--- src/rtl/camera_emu_pkg.sv ---
// Shared types, pattern codes and helpers for the camera frame emulator.
package camera_emu_pkg;

    typedef enum logic [2:0] {
        StIdle,
        StFvLead,
        StActive,
        StHblank,
        StFvTrail,
        StVblank
    } cam_state_e;

    localparam logic [1:0] PAT_RAMP  = 2'd0;
    localparam logic [1:0] PAT_BARS  = 2'd1;
    localparam logic [1:0] PAT_CHECK = 2'd2;
    localparam logic [1:0] PAT_CONST = 2'd3;

    // Index of the vertical bar (0..7) that column x falls into for a line of w pixels
    function automatic logic [2:0] pix_bar(input logic [31:0] x, input logic [31:0] w);
        return 3'((x * 32'd8) / w);
    endfunction

endpackage

--- src/rtl/camera_emu_pattern.sv ---
// Combinational test-pattern generator: maps (pattern, x, y, frame) to a 12-bit pixel.
module camera_emu_pattern
    import camera_emu_pkg::*;
#(
    parameter int unsigned ACTIVE_W = 640,
    parameter int unsigned XW       = 10,
    parameter int unsigned YW       = 9
) (
    input  logic [1:0]    pattern,
    input  logic [XW-1:0] x,
    input  logic [YW-1:0] y,
    input  logic [11:0]   f,
    output logic [11:0]   pix
);

    logic [11:0] xe;
    logic [11:0] ye;

    // Zero-extended coordinates so narrow counters still expose bit 3 for the checker
    assign xe = 12'(x);
    assign ye = 12'(y);

    // Select the pixel value for the latched pattern
    always_comb begin
        pix = 12'h000;
        case (pattern)
            PAT_RAMP:  pix = xe + ye + f;
            PAT_BARS:  pix = {pix_bar(32'(x), ACTIVE_W), 9'h1FF};
            PAT_CHECK: pix = (xe[3] ^ ye[3]) ? 12'hFFF : 12'h000;
            default:   pix = 12'h800;
        endcase
    end

endmodule

--- src/rtl/camera_frame_emulator.sv ---
// Parallel camera interface transmitter: generates fval/lval/data frames with
// programmable geometry and selectable test patterns.
module camera_frame_emulator
    import camera_emu_pkg::*;
#(
    parameter int unsigned ACTIVE_W = 640,
    parameter int unsigned ACTIVE_H = 480,
    parameter int unsigned HBLANK   = 16,
    parameter int unsigned FV_LEAD  = 2,
    parameter int unsigned FV_TRAIL = 2,
    parameter int unsigned VBLANK   = 32
) (
    input  logic        clk_clk,
    input  logic        reset_reset,
    input  logic        enable,
    input  logic [1:0]  pattern_sel,
    output logic [11:0] camera_d,
    output logic        camera_fval,
    output logic        camera_lval,
    output logic        frame_done,
    output logic [15:0] frame_count
);

    localparam int unsigned XW    = $clog2(ACTIVE_W);
    localparam int unsigned YW    = $clog2(ACTIVE_H);
    localparam int unsigned MAX_A = (HBLANK > FV_LEAD) ? HBLANK : FV_LEAD;
    localparam int unsigned MAX_B = (FV_TRAIL > VBLANK) ? FV_TRAIL : VBLANK;
    localparam int unsigned MAXP  = (MAX_A > MAX_B) ? MAX_A : MAX_B;
    localparam int unsigned PW    = $clog2(MAXP + 1);

    localparam logic [XW-1:0] X_LAST    = XW'(ACTIVE_W - 1);
    localparam logic [YW-1:0] Y_LAST    = YW'(ACTIVE_H - 1);
    localparam logic [PW-1:0] LEAD_LAST = PW'(FV_LEAD - 1);
    localparam logic [PW-1:0] HB_LAST   = PW'(HBLANK - 1);
    localparam logic [PW-1:0] TR_LAST   = PW'(FV_TRAIL - 1);
    localparam logic [PW-1:0] VB_LAST   = PW'(VBLANK - 1);

    cam_state_e    state;
    logic [PW-1:0] phase;
    logic [XW-1:0] x;
    logic [YW-1:0] y;
    logic [1:0]    pat;
    logic [15:0]   frame_cnt;
    logic [11:0]   pix_val;

    assign frame_count = frame_cnt;

    camera_emu_pattern #(
        .ACTIVE_W (ACTIVE_W),
        .XW       (XW),
        .YW       (YW)
    ) u_pattern (
        .pattern (pat),
        .x       (x),
        .y       (y),
        .f       (frame_cnt[11:0]),
        .pix     (pix_val)
    );

    // Frame FSM; outputs are registered from the state held during the cycle just ending
    always_ff @(posedge clk_clk or posedge reset_reset) begin
        if (reset_reset) begin
            state       <= StIdle;
            phase       <= '0;
            x           <= '0;
            y           <= '0;
            pat         <= PAT_RAMP;
            frame_cnt   <= '0;
            camera_d    <= '0;
            camera_fval <= 1'b0;
            camera_lval <= 1'b0;
            frame_done  <= 1'b0;
        end else begin
            camera_fval <= (state != StIdle) && (state != StVblank);
            camera_lval <= (state == StActive);
            camera_d    <= (state == StActive) ? pix_val : 12'h000;
            frame_done  <= 1'b0;
            case (state)
                StIdle: begin
                    if (enable) begin
                        pat   <= pattern_sel;
                        x     <= '0;
                        y     <= '0;
                        phase <= '0;
                        state <= StFvLead;
                    end
                end
                StFvLead: begin
                    if (phase == LEAD_LAST) begin
                        phase <= '0;
                        state <= StActive;
                    end else begin
                        phase <= phase + 1'b1;
                    end
                end
                StActive: begin
                    if (x == X_LAST) begin
                        phase <= '0;
                        state <= (y == Y_LAST) ? StFvTrail : StHblank;
                    end else begin
                        x <= x + 1'b1;
                    end
                end
                StHblank: begin
                    if (phase == HB_LAST) begin
                        phase <= '0;
                        x     <= '0;
                        y     <= y + 1'b1;
                        state <= StActive;
                    end else begin
                        phase <= phase + 1'b1;
                    end
                end
                StFvTrail: begin
                    if (phase == TR_LAST) begin
                        phase <= '0;
                        state <= StVblank;
                    end else begin
                        phase <= phase + 1'b1;
                    end
                end
                StVblank: begin
                    // First vblank cycle: the fval fall and the done pulse share this edge
                    if (phase == '0) begin
                        frame_done <= 1'b1;
                        frame_cnt  <= frame_cnt + 1'b1;
                    end
                    if (phase == VB_LAST) begin
                        phase <= '0;
                        if (enable) begin
                            pat   <= pattern_sel;
                            x     <= '0;
                            y     <= '0;
                            state <= StFvLead;
                        end else begin
                            state <= StIdle;
                        end
                    end else begin
                        phase <= phase + 1'b1;
                    end
                end
                default: state <= StIdle;
            endcase
        end
    end

endmodule

--- config.mk ---
export PLATFORM = sky130hd
export DESIGN_NAME = camera_frame_emulator
export DESIGN_NICKNAME = d
export VERILOG_FILES = /design/src/rtl/camera_emu_pkg.sv /design/src/rtl/camera_emu_pattern.sv /design/src/rtl/camera_frame_emulator.sv
export SDC_FILE = /design/constraint.sdc
export NUM_CORES = 1
export LEC_CHECK = 0
export ABC_AREA = 1
export CORE_MARGIN = 3
export CORE_UTILIZATION = 53
export DETAILED_ROUTE_END_ITERATION = 8
export PLACE_DENSITY = 0.82
export REMOVE_ABC_BUFFERS = 1
export SYNTH_ARGS = -nofsm -noshare
export SYNTH_HDL_FRONTEND = slang
export SYNTH_SLANG_ARGS = --single-unit
--- constraint.sdc ---
create_clock -name clk_clk -period 9.9 [get_ports clk_clk]
set_input_delay 0.99 -clock clk_clk [delete_from_list [all_inputs] [get_ports clk_clk]]
set_output_delay 0.99 -clock clk_clk [all_outputs]
set_load 0.01 [all_outputs]
==> impl_results.md <==
* Max-cap violation count at 0
* Kind of cell adding the most delay to the critical path: adder cells
* Chip height at 99.49 um
* Startpoint class of the critical path: flip-flop
* Number of nets still failing antenna checks after routing at 0
* Relative contribution of the clock network to total power at 49.1%
* I/O Buffers at 35
* Synthesized-area fraction occupied by ao, oa, aoi and oai cells at 12.43%
* Via-to-Cell Ratio at 5.373
* Slowest stage cell, crit path: fa_1
* Final clock skew at 0.009925 ns
* Int Pwr at 401.6 uW
* Final-report setup violation count at 0
* Max Root-Sink Buffers at 2
* Hold bufs inserted after CTS at 0
* Part of the total power dissipated in combinational logic at 1.4%
* Vias in the first global route at 4141
* Area Growth Syn to Fin at 15.21%
* Distinct cells, synth at 42
* Count of inserted antenna diode cells at 0
* EDFF count, synth at 0
* Switching power of the nets at 101.5 uW
* Ports placed on the boundary at 36
* Required time at the worst-slack endpoint at 10.11 ns
* Cell Rows at 33
* Final critical-path required period at 3.637 ns
* Number of setup buffers added after CTS at 0
* Area of the die at 0.009897 mm2
* Sequential-to-total area share from yosys stat at 32.96%
* Total congestion overflow at 0
* Weighted congestion reported at the end of routability-driven placement at 0.9214
* Insertion delay to the later sink of the worst-skew pair at 0.35 ns
* First-pass GRT wire length at 18.53 mm
* DPL Wire Length at 8.587 mm
* Sort of element at the end of the critical path: flip-flop
* Ratio of cells with drive above 1 in the final layout at 8.393%
* Flip-flop cell with the highest count after synthesis: dfrtp_1
* Post-detailed-route DRC marker count at 0
* Transition time of the tightest slew-check pin at 0.7899 ns
* Cell area after technology mapping at 0.004632 mm2
* Initial cell density of the core at 55.54%
* Horizontal die dimension at 99.49 um
* Leakage power at 2.679 nW
* Type of the tightest min-delay check: reg2reg
* Core area at 0.008341 mm2
* Largest net degree at the start of global routing at 62
* Asr flop ratio synth at 100.0%
* Top cells by area, synth: dfrtp_1, nand2_1, inv_1
* Number of nets in the finished design at 734
* Synthesized-area fraction occupied by xor and xnor cells at 5.673%
* DRC violation total after the first TritonRoute iteration at 240
* Mean routed wirelength per cell at 13.31 um
* Clock root cell: clkbuf_8
* Synthesized area divided by synthesized cell count at 7.093 um2
* Critical path arrival at 3.84 ns
* Number of buffers inserted during clock tree synthesis at 9
* Setup TNS at 0 ns
* Combinational family with the most area after synthesis: simple AND/OR/NAND/NOR gates
* VDD IR-drop max at 0.00006396 V
* Largest fanout on the critical path at 5
* Setup CP Type: reg2reg
* Area share of the leading cell type in the synthesized netlist at 32.96%
* Synth warn at 0
* All-layer global routing usage at 23.02%
* Max incr delay on CP at 0.53 ns
* Cell count after synthesis at 653
* Run status: completed
* TritonCTS clock tree: yes
* Simple-gate share of the synthesized area at 30.93%
* Resized Gates After CTS at 0
* Area share of fa/ha/maj cells after synthesis at 8.698%
* Post-synth top area cell: dfrtp_1
* WP buf/inv at 3
* Flip-flop and latch count after synthesis at 61
* Clock net sink count at 61
* Cell breakdown of the critical path: ha_1, fa_1, inv_1, fa_1, nor2_1, o21ai_0, nand2_1, inv_1, nor2_1, nor2_1, o21ai_0, and2_1, nor2_1, o21ai_0, inv_1, nor2_1, o21ai_0, nand2_1, a21oi_1, o21ai_0, a21oi_1
* Most frequently used cell type in the post-synthesis netlist: nand2_1
* Relative max-transition margin at 46.86%
* Mux contribution to synthesized area at 0%
* PwrDens at 94.26 mW/mm2
* Setup repair after global routing missed its margin: false
* Ranking of synthesized cells by instance count: nand2_1, inv_1, nor2_1
* H-tree depth reported by CTS at 3
* FMAX at 275.0 MHz
* Vias at 4341
* First drt pass iteration count at 5
* Wirelength, routed at 10.75 mm
* Initial antenna violation count at 0
* Hold violation total from the final report at 0
* Share of total power in sequential cells at 49.5%
* Switching Share at 20.17%
* Max Transition Viols Final at 0
* Power consumption at 503.0 uW
* Clock edge transition at the registers on the reported setup and hold paths at 0.07 ns
* Share of the clock period used by the worst path after layout at 36.73%
==> cell usage in the layout (no fill, tap or decap), drive strengths merged, types with 2 or more instances in the layout <==
cell           instances
xor2                  21
o31ai                  3
a21o                   2
nor3                  17
fa                     2
nand3                 39
clkdlybuf4s50         35
nor4                   4
inv                  108
a22oi                  3
nand2                153
o211ai                 2
a31oi                  2
xnor2                  9
o22ai                  2
o21ai                 37
a21oi                 44
o21bai                 3
ha                    29
nor2                  86
dfrtp                 61
buf                    2
nand4                 15
clkbuf                14
==> cells by family after synthesis <==
kind of cell | count (synthesis)
buffers and inverters | 112
AO/OA/AOI/OAI | 102
XOR/XNOR | 30
AND/OR/NAND/NOR | 317
adder cells (fa/ha/maj) | 31
flip-flops | 61
==> area by class of cell <==
cell class / instances / area, um2
Fill cell: 726 / 3004
Multi-Input combinational cell: 480 / 2674
Sequential cell: 61 / 1526
Inverter: 109 / 409.1
Timing Repair Buffer: 37 / 365.4
Clock buffer: 14 / 192.7
Tap cell: 105 / 131.4
Clock inverter: 2 / 37.54
==> worst reg2reg max path, delay by kind of cell, from the launching register on <==
family / cells / cell delay [ns]
AND/OR/NAND/NOR: 8 / 0.86
flip-flops: 1 / 0.43
adder cells (fa/ha/maj): 3 / 1.17
AO/OA/AOI/OAI: 7 / 0.85
buffers and inverters: 3 / 0.19
==> registers in the layout, summed over array words and instances (netlist names) <==
register     cells
camera_lval      1
x               10
frame_done       1
y                9
pat              2
camera_fval      1
camera_d        12
phase            6
frame_count     16
state            3
==> power by group through the flow <==
stage / Clock (mW) / Combinational [mW] / Sequential [mW]
2_1_floorplan: 0 / 0.00380 / 0.254
3_3_place_gp: 0 / 0.00716 / 0.254
3_5_place_dp: 0 / 0.00732 / 0.254
4_1_cts: 0.250 / 0.00733 / 0.249
5_1_grt: 0.263 / 0.00808 / 0.249
6_report: 0.247 / 0.00692 / 0.249
==> metrics by stage <==
stage	setup slack, ns	hold slack, ns	std cells	instance area (um2)	utilization [%]
2_1_floorplan	6.790	0.4879	650	4609	-
3_3_place_gp	6.493	0.4603	792	5106	61.22
3_5_place_dp	6.383	0.4783	792	5106	61.22
4_1_cts	6.299	0.4920	808	5336	63.98
5_1_grt	5.937	0.5209	808	5336	63.98
6_report	6.263	0.4866	808	5336	63.98
==> path summary, 6_finish.rpt <==
kind	start	endpoint	slack (ns)	cells past startpoint
max	x[0]	camera_d[10]	6.26	21
min	frame_count[15]	frame_count[15]	0.49	1
max reg2reg	x[0]	camera_d[10]	6.26	21
min reg2reg	frame_count[15]	frame_count[15]	0.49	1
max in group asynchronous	reset_reset	pat[0]	8.22	3
min in group asynchronous	reset_reset	phase[1]	1.19	3
==> routing by layer <==
metal  GRT usage [%]  routed length, um  vias to the layer above
met5           2.051                 27                        -
met4           7.668                245                        2
met3           4.979                654                       23
met2           39.62               5148                      133
met1           28.50               4675                     1978
li1                -                  -                     2205
Note: power is estimated with default switching activity, not from simulation.
